<file path="src/rtl/io_timer_responder_pkg.sv">
// Shared definitions for the I/O timer responder: register offsets, control/status
// bit positions and the bus handshake state encoding.
package io_timer_responder_pkg;

    localparam logic [2:0] RegCtrl     = 3'd0;
    localparam logic [2:0] RegStatus   = 3'd1;
    localparam logic [2:0] RegReloadL  = 3'd2;
    localparam logic [2:0] RegReloadH  = 3'd3;
    localparam logic [2:0] RegCountL   = 3'd4;
    localparam logic [2:0] RegCountH   = 3'd5;
    localparam logic [2:0] RegPrescale = 3'd6;
    localparam logic [2:0] RegRsvd     = 3'd7;

    localparam int unsigned CtrlEnBit        = 0;
    localparam int unsigned CtrlAutoBit      = 1;
    localparam int unsigned CtrlIrqEnBit     = 2;
    localparam int unsigned StatusExpiredBit = 0;

    typedef enum logic [1:0] {
        StIdle,
        StWait,
        StAck,
        StHold
    } bus_state_e;

endpackage

</file>
<file path="src/rtl/io_bus_wait_fsm.sv">
// Bus handshake for the timer window: inserts wait states, produces the single-cycle
// commit strobes and requires both strobes to be released before accepting a new access.
module io_bus_wait_fsm
    import io_timer_responder_pkg::*;
#(
    parameter int unsigned WaitCycles = 2
) (
    input  logic clk_i,
    input  logic arst_i,
    input  logic sel_i,
    input  logic rd_n_i,
    input  logic wr_n_i,
    output logic pin_wait_o,
    output logic data_oe_o,
    output logic wr_commit_o,
    output logic rd_commit_o
);

    localparam logic [3:0] WaitLoad = 4'(WaitCycles);

    bus_state_e state_q, state_d;
    logic [3:0] wait_cnt_q, wait_cnt_d;
    logic       is_rd_q, is_rd_d;
    logic       armed_q, armed_d;
    logic       released;

    assign released = rd_n_i & wr_n_i;

    always_ff @(posedge clk_i) begin
        if (arst_i) begin
            state_q    <= StIdle;
            wait_cnt_q <= '0;
            is_rd_q    <= 1'b0;
            armed_q    <= 1'b0;
        end else begin
            state_q    <= state_d;
            wait_cnt_q <= wait_cnt_d;
            is_rd_q    <= is_rd_d;
            armed_q    <= armed_d;
        end
    end

    always_comb begin
        state_d     = state_q;
        wait_cnt_d  = wait_cnt_q;
        is_rd_d     = is_rd_q;
        // armed only after both strobes have been seen high since the last access/reset
        armed_d     = armed_q | released;
        pin_wait_o  = 1'b0;
        wr_commit_o = 1'b0;
        rd_commit_o = 1'b0;

        unique case (state_q)
            StIdle: begin
                if (sel_i && armed_q) begin
                    state_d    = StWait;
                    wait_cnt_d = WaitLoad;
                    is_rd_d    = ~rd_n_i;
                    armed_d    = 1'b0;
                end
            end
            StWait: begin
                pin_wait_o = 1'b1;
                if (!sel_i) begin
                    state_d    = StIdle;
                    wait_cnt_d = '0;
                end else begin
                    wait_cnt_d = wait_cnt_q - 4'd1;
                    if (wait_cnt_q == 4'd1) begin
                        state_d = StAck;
                    end
                end
            end
            StAck: begin
                wr_commit_o = ~is_rd_q;
                rd_commit_o = is_rd_q;
                state_d     = StHold;
            end
            StHold: begin
                if (released) begin
                    state_d = StIdle;
                end
            end
            default: state_d = StIdle;
        endcase
    end

    assign data_oe_o = is_rd_q && (state_q != StIdle);

endmodule

</file>
<file path="src/rtl/io_timer_responder.sv">
// I/O-mapped 16-bit down-counting timer with prescaler, auto-reload and level interrupt,
// behind an 8-register window with wait-state bus handshake.
module io_timer_responder
    import io_timer_responder_pkg::*;
#(
    parameter logic [21:0] BASE_ADDR   = 22'h000040,
    parameter int unsigned WAIT_CYCLES = 2
) (
    input  logic        clk,
    input  logic        arst,
    input  logic [21:0] address_bus,
    input  logic [7:0]  data_in,
    input  logic        rd,
    input  logic        wr,
    input  logic        mem_io,
    output logic [7:0]  data_out,
    output logic        data_oe,
    output logic        pin_wait,
    output logic        irq
);

    logic       sel;
    logic [2:0] reg_addr;
    logic       wr_commit, rd_commit;

    assign sel      = !mem_io && (address_bus[21:3] == BASE_ADDR[21:3]) && ((!rd) ^ (!wr));
    assign reg_addr = address_bus[2:0];

    io_bus_wait_fsm #(
        .WaitCycles (WAIT_CYCLES)
    ) u_bus_fsm (
        .clk_i       (clk),
        .arst_i      (arst),
        .sel_i       (sel),
        .rd_n_i      (rd),
        .wr_n_i      (wr),
        .pin_wait_o  (pin_wait),
        .data_oe_o   (data_oe),
        .wr_commit_o (wr_commit),
        .rd_commit_o (rd_commit)
    );

    logic        en_q, en_d;
    logic        auto_q, auto_d;
    logic        irq_en_q, irq_en_d;
    logic        expired_q, expired_d;
    logic [15:0] reload_q, reload_d;
    logic [15:0] count_q, count_d;
    logic [7:0]  presc_q, presc_d;
    logic [7:0]  pcnt_q, pcnt_d;
    logic [7:0]  shadow_q, shadow_d;
    logic        irq_q, irq_d;

    logic wr_ctrl, wr_status, wr_reload_l, wr_reload_h, wr_presc;
    logic tick, expire;

    assign wr_ctrl     = wr_commit && (reg_addr == RegCtrl);
    assign wr_status   = wr_commit && (reg_addr == RegStatus);
    assign wr_reload_l = wr_commit && (reg_addr == RegReloadL);
    assign wr_reload_h = wr_commit && (reg_addr == RegReloadH);
    assign wr_presc    = wr_commit && (reg_addr == RegPrescale);

    always_ff @(posedge clk) begin
        if (arst) begin
            en_q      <= 1'b0;
            auto_q    <= 1'b0;
            irq_en_q  <= 1'b0;
            expired_q <= 1'b0;
            reload_q  <= '0;
            count_q   <= '0;
            presc_q   <= '0;
            pcnt_q    <= '0;
            shadow_q  <= '0;
            irq_q     <= 1'b0;
        end else begin
            en_q      <= en_d;
            auto_q    <= auto_d;
            irq_en_q  <= irq_en_d;
            expired_q <= expired_d;
            reload_q  <= reload_d;
            count_q   <= count_d;
            presc_q   <= presc_d;
            pcnt_q    <= pcnt_d;
            shadow_q  <= shadow_d;
            irq_q     <= irq_d;
        end
    end

    always_comb begin
        en_d      = en_q;
        auto_d    = auto_q;
        irq_en_d  = irq_en_q;
        expired_d = expired_q;
        reload_d  = reload_q;
        count_d   = count_q;
        presc_d   = presc_q;
        pcnt_d    = pcnt_q;
        shadow_d  = shadow_q;

        // a CTRL write clearing en in this cycle swallows the tick
        tick   = en_q && (pcnt_q == 8'd0) && !(wr_ctrl && !data_in[CtrlEnBit]);
        expire = tick && (count_q == 16'd0);

        if (en_q) begin
            pcnt_d = (pcnt_q == 8'd0) ? presc_q : pcnt_q - 8'd1;
        end

        if (tick) begin
            if (count_q != 16'd0) begin
                count_d = count_q - 16'd1;
            end else if (auto_q) begin
                count_d = reload_q;
            end else begin
                en_d = 1'b0;
            end
        end

        // expiry takes priority over a simultaneous write-1-clear
        if (wr_status && data_in[StatusExpiredBit]) begin
            expired_d = 1'b0;
        end
        if (expire) begin
            expired_d = 1'b1;
        end

        if (wr_ctrl) begin
            en_d     = data_in[CtrlEnBit];
            auto_d   = data_in[CtrlAutoBit];
            irq_en_d = data_in[CtrlIrqEnBit];
            if (!en_q && data_in[CtrlEnBit]) begin
                count_d = reload_q;
                pcnt_d  = presc_q;
            end
        end

        if (wr_reload_l) begin
            reload_d[7:0] = data_in;
            if (!en_q) begin
                count_d = {reload_q[15:8], data_in};
            end
        end
        if (wr_reload_h) begin
            reload_d[15:8] = data_in;
            if (!en_q) begin
                count_d = {data_in, reload_q[7:0]};
            end
        end

        if (wr_presc) begin
            presc_d = data_in;
        end

        if (rd_commit && (reg_addr == RegCountL)) begin
            shadow_d = count_q[15:8];
        end

        irq_d = expired_q && irq_en_q;
    end

    logic [7:0] rd_data;

    always_comb begin
        rd_data = 8'h00;
        unique case (reg_addr)
            RegCtrl:     rd_data = {5'b0, irq_en_q, auto_q, en_q};
            RegStatus:   rd_data = {7'b0, expired_q};
            RegReloadL:  rd_data = reload_q[7:0];
            RegReloadH:  rd_data = reload_q[15:8];
            RegCountL:   rd_data = count_q[7:0];
            RegCountH:   rd_data = shadow_q;
            RegPrescale: rd_data = presc_q;
            RegRsvd:     rd_data = 8'h00;
            default:     rd_data = 8'h00;
        endcase
    end

    assign data_out = data_oe ? rd_data : 8'h00;
    assign irq      = irq_q;

endmodule

</file>
<file path="config.mk">
export PLATFORM = sky130hd
export DESIGN_NAME = io_timer_responder
export DESIGN_NICKNAME = d
export VERILOG_FILES = /design/src/rtl/io_timer_responder_pkg.sv /design/src/rtl/io_bus_wait_fsm.sv /design/src/rtl/io_timer_responder.sv
export SDC_FILE = /design/constraint.sdc
export NUM_CORES = 1
export LEC_CHECK = 0
export BUFFER_PORTS_ARGS = -buffer_cell sky130_fd_sc_hd__buf_2
export CAP_MARGIN = 20
export CORE_MARGIN = 4
export CORE_UTILIZATION = 55
export CTS_CLUSTER_DIAMETER = 80
export DETAILED_ROUTE_END_ITERATION = 8
export PLACE_DENSITY = 0.8
export SLEW_MARGIN = 20
export SYNTH_ARGS = -nofsm -noshare
export SYNTH_HDL_FRONTEND = slang
export SYNTH_SLANG_ARGS = --single-unit
</file>
<file path="constraint.sdc">
create_clock -name clk -period 5.6 [get_ports clk]
set_input_delay 0.56 -clock clk [delete_from_list [all_inputs] [get_ports clk]]
set_output_delay 0.56 -clock clk [all_outputs]
set_load 0.02 [all_outputs]
</file>
### Word level (Yosys, flattened, before mapping)

Index checks and enable logic that the tools add are counted.

* input port bits: 35
* bits in latches: 0
* bits in writable memories: 0
* logic and storage cells: 110
* bits in registers: 69
* memories kept: 0
* output and inout port bits: 11
* ROM bits: 0

* reduce and logical (&&, ||, !) cells: 36
* mux-type cells: 34
* add/subtract/negate cells: 3
* shift operators: 0
* $lt $le $gt $ge: 0
* bitwise operators: 5
* multiply operators: 0
* equality and inequality tests: 17
* divide/modulo/power cells: 0

Operators with widths (count)
* $mux W16: 9
* $pmux W8 S8: 1
* $mux W8: 5
* $eq A19 B4 Y1 const B: 1
* $logic_and A1 B1 Y1: 17
* $logic_not A16 Y1: 1
* $reduce_bool A16 Y1: 1
* $sub A16 B1 Y16 const B: 1
* $eq A3 B3 Y1 const B: 4
* $mux W1: 11
* $logic_not A8 Y1: 1
* $mux W2: 4
* $mux W4: 2
* $pmux W2 S4: 1
* $pmux W4 S2: 1
* $reduce_bool A2 Y1: 4
* $sub A8 B1 Y8 const B: 1
* $eq A3 B2 Y1 const B: 2
* $logic_not A1 Y1: 6
* $ne A2 B1 Y1 const B: 3
* $reduce_and A3 Y1: 2
* $eq A2 B2 Y1 const B: 2
* $eq A4 B1 Y1 const B: 1
* $reduce_and A2 Y1: 2
* 11 further kinds: 12

### Longest topological paths before layout

Gate-level depths: netlist of run 1.

* depth after elaboration: 13
* mapped depth: 10
* gate-level depth less buffers: 8

### Cells and area by module

From an unflattened synthesis of run 1, not the netlist that was laid out.

* cells, all modules: 553
* area total of the unflattened synthesis: 4375.4 um^2

Modules (own cells, without submodules)
* io_timer_responder: area an instance 3923.8 um^2, sequential area each 1221.2 um^2, cells each 500, instances 1
* io_bus_wait_fsm: area an instance 451.7 um^2, sequential area each 160.2 um^2, cells each 53, instances 1

### Worst setup path after synthesis of run 1

No wires, ideal clock.

* path kind: input to output
* start: input port address_bus[2]
* end: output port data_out[5]
* arrival time: 1931 ps
* buffers on the path: 2
* slack: 3109 ps
* required time: 5040 ps
* stages on the path: 5
* cells stage by stage: clkbuf_1 -> clkbuf_1 -> mux2_2 -> a221oi_1 -> a211oi_1

* longest elaborated chain between the ends: 3
* elaborated cells between the ends (all ways): 10
* those cells by class: eq/ne (7); mux (2); reduce/logical (1)

Ends and longest elaborated chain
* from (decl): RTL line io_timer_responder.sv:11 `input logic [21:0] address_bus,`
* $eq A3 B3 Y1 (tied with other cells): RTL line io_timer_responder.sv:164 `unique case (reg_addr)`
* $pmux W8 S8 *: RTL line io_timer_responder.sv:164
* $mux W8 *: RTL line io_timer_responder.sv:177 `assign data_out = data_oe ? rd_data : 8'h00;`
* to (decl): RTL line io_timer_responder.sv:16 `output logic [7:0] data_out,`

Mark *: on every way between the ends. The rest lies on a longest branch, timed or not.

### Worst setup path after layout of run 1

* start: input port address_bus[2]
* end: output port data_out[0]

Same word-level chain as after synthesis.

==> impl_results.md, run 1 <==
- Synth area leader: dfxtp_1
- Filler cells: between 700 and 800
- Cells after Synth: ~550
- Arrival @ worst endpoint: roughly 2.4 ns
- Psw: 0.254 mW
- Unrepaired setup endpoints after global routing: no
- DR WL/cell: roughly 20 µm
- Status: finished, final reports clean
- Worst-path clk slew: 0.06 ns
- Final Max Slew Viols: 0
- Post-CTS sizing: 0
- Synth top area cells: dfxtp_1, nand2_1, a21oi_1, mux2i_1, nor2_1
- Setup Skew: 0.0113 ns
- Setup TNS: 0 ns
- Power Internal: approximately 0.79 mW
- Residual DRC: 0
- Core ar.: ~7400 µm²
- Total chip power: around 1.0 mW
- Post-DP Area: roughly 4400 µm²
- Final hold viol count: 0
- Comb power frac: under 10%
- Initial antenna violation count: 0
- F_max: around 340 MHz
- Synth cell types: 70
- Critical Path End Type: output pin
- Final setup fails: 0
- Share of post-route cells with drive strength above 1: around 14%
- Power Density: between 200 and 250 nW/µm²
- Register area: about 1400 µm²
- Register area share after synthesis: between 30 and 40%
- Hold EP: u_bus_fsm.is_rd_q
- CTS Root Cell: clkbuf_8
- Required time of the worst setup path: 5.04 ns
- Die Y: between 90 and 100 µm
- Clk Latency, worst-skew pair: 0.36 ns
- Syn Nets: 594
- Main synth FF type: dfxtp_1
- Critical Setup Path Class: input pin to output pin
- Reg power frac: a little under half
- Worst-Margin Slew: roughly 0.97 ns
- DRT Pass-1 Iters: 6
- Diodes inserted: 0
- Worst reg2reg setup slack: around 2.7 ns
- Worst r2r src: en_q
- Synthesized cell area: ~4200 µm²
- Sw Ratio: 24.3%
- Hold Crit Class: input pin to register
- Tot GR Track Use: 31.1%
- Synth-to-layout area growth: 9.73%
- Design Area, Final: 4640 µm²
- Die area: 9160 µm²
- Clock buffer depth: 2
- Peak VDD IR: about 0.15 mV
- Max Cap Violations: 0
- Iteration-0 DRC Markers: approximately 620
- Initial Utilization: ~57%
- Die W: 95.7 µm
- GPL Wtd Cong: approximately 1.0
- Cell row count: 31
- Num CTS Buffers: 9
- Post-CTS Setup Inserts: 0
- Min Tclk post-route: between 2 and 3 ns
- Period utilization: 52.1%
- First-pass GRT wire length: 21.8 mm
- Final core utilization: 63.0%
- Yosys Warn Count: 0
- Number of I/O pins: between 40 and 50
- Synthesized area per cell: 7.66 µm²
- Hpwl dp: slightly below 10 mm
- Htree depth: 3
- TritonCTS Sinks: 69
- Multi-input logic area: about 2600 µm²
- Hold buffers post-CTS: 0
- CTS tree: built
- DRT Wirelength: approximately 14 mm
- Vias in the first global route: approximately 4200
- Top cells by count, synth: nand2_1, dfxtp_1, nor2_1, a21oi_1
- Hold WS: 0.419 ns
- Leak: about 1.8 nW
- Largest net degree at the start of global routing: between 60 and 70
- Via density per instance: ~6.7
- Worst-path maximum fanout: 15
- Post-synth top area share: approximately a third
- Hold Crit Depth: 2
- Reg2Reg Capture Point: pcnt_q[5]
- Clock share of power: between 40% and 50%
- Top-count cell post-synth: nand2_1
- Number of enable flip-flop cells after synthesis: 0
- Worst Reg2Reg Path Length in Cells: 6
- Hold_sp: rd
- Synth Register Bits: 69
- Worst relative slew slack: a little over a third
- PortBufs: between 40 and 50
- FFs w/ async S/R, synth: 0%
- Startpoint Class: input pin
- Post-DRT Antenna Nets: 0
- Vias after detailed routing: approximately 4500
- Final nets: 618
- GRT overflow: 0
[critical path, cell delays in order]
cell and delay [ns]:
buf_2 0.30, inv_1 0.21, nor2_1 0.62, a22o_1 0.23, a221oi_1 0.09, nor2_1 0.16
buf_2 0.18
[metal layers]
metal	GRT usage (%)	vias to the layer above	share of wire, %
met1	41.8	2092	40
met5	0	-	0
li1	-	2065	-
met2	47.2	308	44
met3	8.29	64	12
met4	12.8	0	4.0
[metrics by stage]
stage	cells	setup WS, ns
finish	680	2.68
global route	680	2.54
CTS	680	2.75
detailed placement	664	2.65
global placement	664	2.78
floorplan	552	3.11
[state kept, by name (all words and copies together) (netlist names), named ones only]
signal / cells
u_bus_fsm.wait_cnt_q: 4
shadow_q: 8
u_bus_fsm.armed_q: 1
pcnt_q: 8
u_bus_fsm.is_rd_q: 1
presc_q: 8
expired_q: 1
irq_en_q: 1
count_q: 16
en_q: 1
u_bus_fsm.state_q: 1
auto_q: 1
irq: 1
reload_q: 16
[final cells by class]
cell class / count / area share (%)
Clock buffer: 12 / 3.34
Tap cell: 99 / 2.67
Inverter: 18 / 1.46
Timing Repair Buffer: 46 / 5.01
Multi-Input combinational cell: 432 / 56.2
Sequential cell: 69 / 29.8
Clock inverter: 4 / 1.51
[placed cells by master, fill, tap and decap left out, types with 3 or more instances in the layout]
cell / n
a211oi_1: 11
a21oi_1: 55
a221oi_1: 5
a22oi_1: 9
a311oi_1: 6
a31oi_1: 5
a32oi_1: 4
and2_1: 5
and3_1: 4
buf_2: 45
clkbuf_8: 11
dfxtp_1: 69
ha_1: 7
inv_1: 17
mux2_2: 7
mux2i_1: 24
nand2_1: 90
nand2b_1: 4
nand3_1: 24
nand4_1: 4
nor2_1: 57
nor2b_1: 5
nor3_1: 10
nor4_1: 8
o21ai_0: 16
o21ai_1: 3
o221ai_1: 6
o22ai_1: 7
or3_1: 3
or4_1: 3
xor2_1: 3
[power by group through the flow]
stage	clock, mW	sequential (mW)	combinational, mW
6_report	0.471	0.492	0.0814
5_1_grt	0.493	0.492	0.0862
4_1_cts	0.470	0.492	0.0780
3_5_place_dp	0	0.504	0.0777
3_3_place_gp	0	0.504	0.0766
2_1_floorplan	0	0.503	0.0478
[cell families (layout without fill, tap and decap cells)]
family,after synthesis,after routing,synth area share (%)
AO/OA/AOI/OAI,155,155,24.5
multiplexers,31,31,7.54
XOR/XNOR,5,5,1.04
buffers and inverters,51,80,5.62
adder cells (fa/ha/maj),7,7,2.07
AND/OR/NAND/NOR,234,234,26.6
flip-flops,69,69,32.7
[how the worst max path moves through the flow]
stage / start / endpoint / slack [ns]
2_1_floorplan: address_bus[2] / data_out[5] / 3.11
3_3_place_gp: address_bus[2] / shadow_q[7] / 2.78
3_5_place_dp: address_bus[2] / shadow_q[5] / 2.65
4_1_cts: address_bus[2] / data_out[0] / 2.75
5_1_grt: en_q / pcnt_q[5] / 2.54
6_report: address_bus[2] / data_out[0] / 2.68
Note: power is estimated with default switching activity, not from simulation.
==> run 2: changes to the inputs <==
clock period = 3 ns   (was 5.6 ns; I/O delays follow)
==> run 2 against run 1 <==
  * Register-to-register slack worse by 2.4 ns
  * Worst hold slack worse by 0.27 ns
  * Combinational power rose by 93%
  * Die area is the same
  * Critical path type is now register to register
  * Sequential share of layout area down 0.23 points
  * Global-route usage is 0.42 points lower
  * Sequential power up 87%
==> impl_results.md, run 2 (synthesized netlist as in run 1, its figures left out) <==
- Clock share of power: 44.5% (-0.6 points)
- Reg power frac: 47.4% (+0.3 points)
- Worst relative slew slack: 43.8% (+8.7 points)
- Core ar.: 7370 µm² (unchanged)
- DR WL/cell: 19.7 µm (-1.5%)
- Die W: 95.7 µm (unchanged)
- CP max stage cell: and4bb_1
- Setup Skew: 0.00733 ns (-0.00400 ns)
- Most frequent cells in the layout: nand2_1, dfxtp_1, nor2_1
- Total chip power: 1.94 mW (+85%)
- Via density per instance: 6.64 (-0.29%)
- Final setup fails: 0 (unchanged)
- Register area: 1380 µm² (unchanged)
- Setup TNS: 0 ns (unchanged)
- Hold Crit Class: input pin to register
- Diodes inserted: 0 (unchanged)
- Tot GR Track Use: 30.7% (-0.42 points)
- Final Max Slew Viols: 0 (unchanged)
- Die Y: 95.7 µm (unchanged)
- Leak: 1.78 nW (+1.2%)
- Period utilization: between 90% and 100%
- Min Tclk post-route: between 2 and 3 ns
- CTS tree: built
- Unrepaired setup endpoints after global routing: no
- Filler cells: 674 (-4.1%)
- Hpwl dp: 9.51 mm (-2.8%)
- Hold_sp: rd
- Psw: 0.483 mW (+90%)
- Share of post-route cells with drive strength above 1: 15.0% (+0.90 points)
- Worst-path clk slew: 0.07 ns (about the same)
- GRT overflow: 0 (unchanged)
- Post-CTS Setup Inserts: 0 (unchanged)
- First-pass GRT wire length: 21.6 mm (-0.83%)
- Worst-Margin Slew: 0.841 ns (-0.130 ns)
- Post-route setup slack: 0.265 ns (-2.42 ns)
- Arrival @ worst endpoint: 2.94 ns (+0.58 ns)
- Max incr delay on CP: 0.58 ns (-0.04 ns)
- Initial Utilization: 57.4% (unchanged)
- Max Cap Violations: 0 (unchanged)
- Die area: 9160 µm² (unchanged)
- Clk Latency, worst-skew pair: 0.36 ns (about the same)
- Power Density: 414 nW/µm² (+84%)
- Clock buffer depth: 2 (unchanged)
- Final nets: 623 (+0.81%)
- Critical Setup Path Class: register to register
- Cell row count: 31 (unchanged)
- Worst-path cell chain: and4bb_1 > nand2_1 > nor2_1 > nor2_1 > o211ai_1 > a21oi_1
- Number of I/O pins: 46 (unchanged)
- Final hold viol count: 0 (unchanged)
- Initial antenna violation count: 0 (unchanged)
- GPL Wtd Cong: 1.04 (+4.3%)
- Post-CTS sizing: 0 (unchanged)
- Hold WS: 0.145 ns (-0.274 ns)
- Commonest non-fill, non-tap cell in the layout: nand2_1
- DRT Pass-1 Iters: 7 (+1)
- CTS Root Cell: clkbuf_8
- Synth-to-layout area growth: 10.6%
- Iteration-0 DRC Markers: 601 (-3.5%)
- Hold buffers post-CTS: 0 (unchanged)
- Htree depth: 3 (unchanged)
- Num CTS Buffers: 9 (unchanged)
- Worst-path maximum fanout: 14 (-1)
- Critical Path End Type: register
- F_max: 366 MHz
- PortBufs: 45 (unchanged)
- Peak VDD IR: 0.243 mV (+57%)
- Dpl ws: 0.251 ns (-2.40 ns)
- Sw Ratio: 24.9% (+0.57 points)
- Worst path bufs/invs: 0 (-3)
- Post-DRT Antenna Nets: 0 (unchanged)
- Multi-input logic area: 2610 µm² (unchanged)
- Startpoint Class: register
- Comb power frac: 8.1% (+0.3 points)
- Vias after detailed routing: 4549 (+0.44%)
- Registers with the most flip-flops: count_q (16), reload_q (16)
- Status: finished, final reports clean
- Worst reg2reg setup slack: 0.27 ns (-2.42 ns)
- CP delay by family, top: simple AND/OR/NAND/NOR gates
- Power Internal: 1.45 mW (+84%)
- TritonCTS Sinks: 69 (unchanged)
- DRT Wirelength: 13.5 mm (-0.77%)
- Crit-path most repeated cell: nor2_1
- Residual DRC: 0 (unchanged)
- Vias in the first global route: 4286 (+1.9%)
- Largest net degree at the start of global routing: 65 (-1.5%)
- Required time of the worst setup path: 3.21 ns (-1.83 ns)
run 2: path summary, 6_finish.rpt:
| kind | to | cells past startpoint |
|---|---|---|
| setup / recovery | count_q[13] | 6 |
| hold / removal | u_bus_fsm.is_rd_q | 2 |
| setup reg to reg | count_q[13] | 6 |
| hold reg to reg | u_bus_fsm.armed_q | 2 |
run 2: worst reg2reg max path, cell delays in order (launching register included):
cell      delay [ns]
dfxtp_1         0.56
and4bb_1        0.58
nand2_1         0.40
nor2_1          0.51
nor2_1          0.26
o211ai_1        0.18
a21oi_1         0.10
run 2: layout make-up:
class | instances | area share (%)
multi-input cells | 432 | 55.8
well taps | 99 | 2.65
repair buffers | 51 | 5.78
inverters | 18 | 1.44
clock buffers | 10 | 2.94
clock inverters | 6 | 1.85
flip-flops and latches | 69 | 29.5
run 2: power groups by stage:
stage / registers, mW / clock network [mW] / logic [mW]
after floorplan: 0.940 / 0 / 0.0893
after global placement: 0.940 / 0 / 0.147
after detailed placement: 0.940 / 0 / 0.148
after CTS: 0.918 / 0.869 / 0.148
after global routing: 0.918 / 0.912 / 0.164
final: 0.918 / 0.862 / 0.157
run 2: metrics by stage:
stage,cells,instance area (µm²),util (%)
after detailed placement,669,4450,60.4
after floorplan,552,4230,-
after global routing,685,4680,63.5
after CTS,685,4680,63.5
after global placement,669,4450,60.4
final,685,4680,63.5
run 2: routing by layer:
| metal | GRT usage, % | wire length, µm | vias up |
|---|---|---|---|
| met4 | 17.3 | 715 | 0 |
| met1 | 39.9 | 5330 | 2083 |
| li1 | - | - | 2074 |
| met5 | 0 | 0 | - |
| met2 | 44.9 | 5770 | 317 |
| met3 | 9.62 | 1720 | 75 |
==> run 3: changes to the inputs <==
HOLD_SLACK_MARGIN = 0.15   (was not set)
==> run 3 against run 2 <==
  * First-iteration DRC count is 7.8% lower
  * Via count up 1.6%
  * Fmax increased by 1.4%
  * Combinational power barely moved
  * Clock power grew 0.5%
==> impl_results.md, run 3 (synthesized netlist as in run 1, its figures left out) <==
- Status: finished, final reports clean
- Commonest non-fill, non-tap cell in the layout: nand2_1
- Initial Utilization: 57.4% (unchanged)
- Registers with the most flip-flops: count_q (16), reload_q (16)
- Max Cap Violations: 0 (unchanged)
- Worst-Margin Slew: 0.836 ns (-0.00561 ns)
- Filler cells: 670 (-0.59%)
- Die area: 9160 µm² (unchanged)
- Leak: 1.79 nW (+0.23%)
- Setup Skew: 0.00943 ns (+0.00210 ns)
- Post-CTS Setup Inserts: 0 (unchanged)
- Hold Crit Depth: 3 (+1)
- Met3 Use GR: 9.62% (unchanged)
- TritonCTS Sinks: 69 (unchanged)
- F_max: 371 MHz (+1.4%)
- Reg2Reg Capture Point: count_q[9]
- Total chip power: 1.94 mW (+0.24%)
- Psw: 0.487 mW (+0.78%)
- Peak VDD IR: 0.242 mV (-0.21%)
- Num CTS Buffers: 9 (unchanged)
- Iteration-0 DRC Markers: 554 (-7.8%)
- Worst reg2reg setup slack: 0.30 ns (+0.04 ns)
- Via density per instance: 6.74 (+1.5%)
- Setup TNS: 0 ns (unchanged)
- Unrepaired setup endpoints after global routing: no
- Register area: 1380 µm² (unchanged)
- Arrival @ worst endpoint: 2.91 ns (-0.03 ns)
- Post-DRT Antenna Nets: 0 (unchanged)
- Final Max Slew Viols: 0 (unchanged)
- GPL Wtd Cong: 1.04 (unchanged)
- Final hold viol count: 0 (unchanged)
- Critical Path End Type: register
- Share of post-route cells with drive strength above 1: 15.0% (-0.026 points)
- M1 GR Usage: 39.9% (+0.048 points)
- Min Tclk post-route: 2.70 ns (-0.0372 ns)
- Period utilization: 89.9% (-1.2 points)
- Hold Crit Class: input pin to register
- Worst relative slew slack: 44.2% (+0.37 points)
- Sw Ratio: 25.0% (+0.14 points)
- Critical Setup Path Class: register to register
- First-pass GRT wire length: 21.6 mm (about the same)
- Core ar.: 7370 µm² (unchanged)
- CTS tree: built
- PortBufs: 45 (unchanged)
- Cell row count: 31 (unchanged)
- Layer with the highest usage: met2
- Power Internal: 1.46 mW (about the same)
- Vias in the first global route: 4289 (+0.070%)
- Number of I/O pins: 46 (unchanged)
- Required time of the worst setup path: 3.22 ns (about the same)
- GRT overflow: 0 (unchanged)
- Tot GR Track Use: 30.7% (about the same)
- Hold_sp: data_in[1]
- Die Y: 95.7 µm (unchanged)
- DRT Pass-1 Iters: 7 (unchanged)
- Post-CTS sizing: 0 (unchanged)
- Startpoint Class: register
- Vias after detailed routing: 4622 (+1.6%)
- Clk Latency, worst-skew pair: 0.36 ns (about the same)
- Reg power frac: 47.3% (about the same)
- Most frequent cells in the layout: nand2_1, dfxtp_1, nor2_1
- Htree depth: 3 (unchanged)
- Diodes inserted: 0 (unchanged)
- Initial antenna violation count: 0 (unchanged)
- Hpwl dp: 9.51 mm (unchanged)
- Worst-path clk slew: 0.08 ns (about the same)
- Final nets: 624 (+0.16%)
- CTS Root Cell: clkbuf_8
- Met2 Track Usage GR: 44.9% (unchanged)
- DR WL/cell: 19.7 µm (-0.15%)
- Final setup fails: 0 (unchanged)
- Multi-input logic area: 2610 µm² (unchanged)
- Comb power frac: 8.1% (about the same)
- Hold buffers post-CTS: 1 (+1)
- Hold EP: reload_q[9]
- Clock share of power: 44.6% (about the same)
- Worst Reg2Reg Path Length in Cells: 6 (unchanged)
- Synth-to-layout area growth: 10.8%
- Power Density: 414 nW/µm² (about the same)
- Largest net degree at the start of global routing: 65 (unchanged)
- DRT Wirelength: 13.5 mm (about the same)
- Clock buffer depth: 2 (unchanged)
- Worst-path maximum fanout: 14 (unchanged)
- Residual DRC: 0 (unchanged)
- Die W: 95.7 µm (unchanged)
[run 3: changes by cell type in the layout (fill, tap and decap cells not counted), sizes merged]
cell | previous run | this run
dlygate4sd3 | 0 | 1
[run 3: per-stage QoR]
stage / setup slack (ns) / util [%] / area, µm² / hold slack [ns] / instances
4_1_cts: 0.435 / 63.6 / 4690 / 0.251 / 686
3_3_place_gp: 0.187 / 60.4 / 4450 / 0.448 / 669
3_5_place_dp: 0.251 / 60.4 / 4450 / 0.460 / 669
2_1_floorplan: 1.03 / - / 4230 / 0.396 / 552
6_report: 0.302 / 63.6 / 4690 / 0.262 / 686
5_1_grt: 0.0735 / 63.6 / 4690 / 0.259 / 686
[run 3: cell type report]
cell class	count	area share [%]
multi-input combinational	432	55.7
sequential	69	29.5
tap	99	2.64
inverter	18	1.44
clock buffer	10	2.94
timing repair buffer	52	5.98
clock inverter	6	1.84
[run 3: worst max-delay path by stage]
stage                               from     endpoint  slack [ns]  cells after the start
after floorplan           address_bus[2]  data_out[5]        1.03                      5
after global placement    address_bus[1]   count_q[9]        0.19                      7
after detailed placement  address_bus[1]  count_q[13]        0.25                      7
after CTS                       register  count_q[13]        0.44                      6
after global routing            register   count_q[1]        0.07                      5
final                           register   count_q[9]        0.30                      6
[run 3: power by group through the flow]
stage	Clock [mW]	Sequential (mW)	Combinational [mW]
floorplan	0	0.940	0.0893
global placement	0	0.940	0.147
detailed placement	0	0.940	0.148
CTS	0.869	0.918	0.149
global route	0.912	0.918	0.165
finish	0.866	0.918	0.157
[run 3: critical path, stage by stage (launching register included)]
cell and delay, ns:
dfxtp_1 0.55, and4bb_1 0.59, nand2_1 0.40, nor2_1 0.49, nor2_1 0.25, o2111ai_1 0.17, o22ai_1 0.11
[run 3: per-layer routing]
metal	part of all wire, %	up-vias
met5	0	-
met4	5.2	0
met3	13	84
met2	43	375
met1	38	2086
li1	-	2077
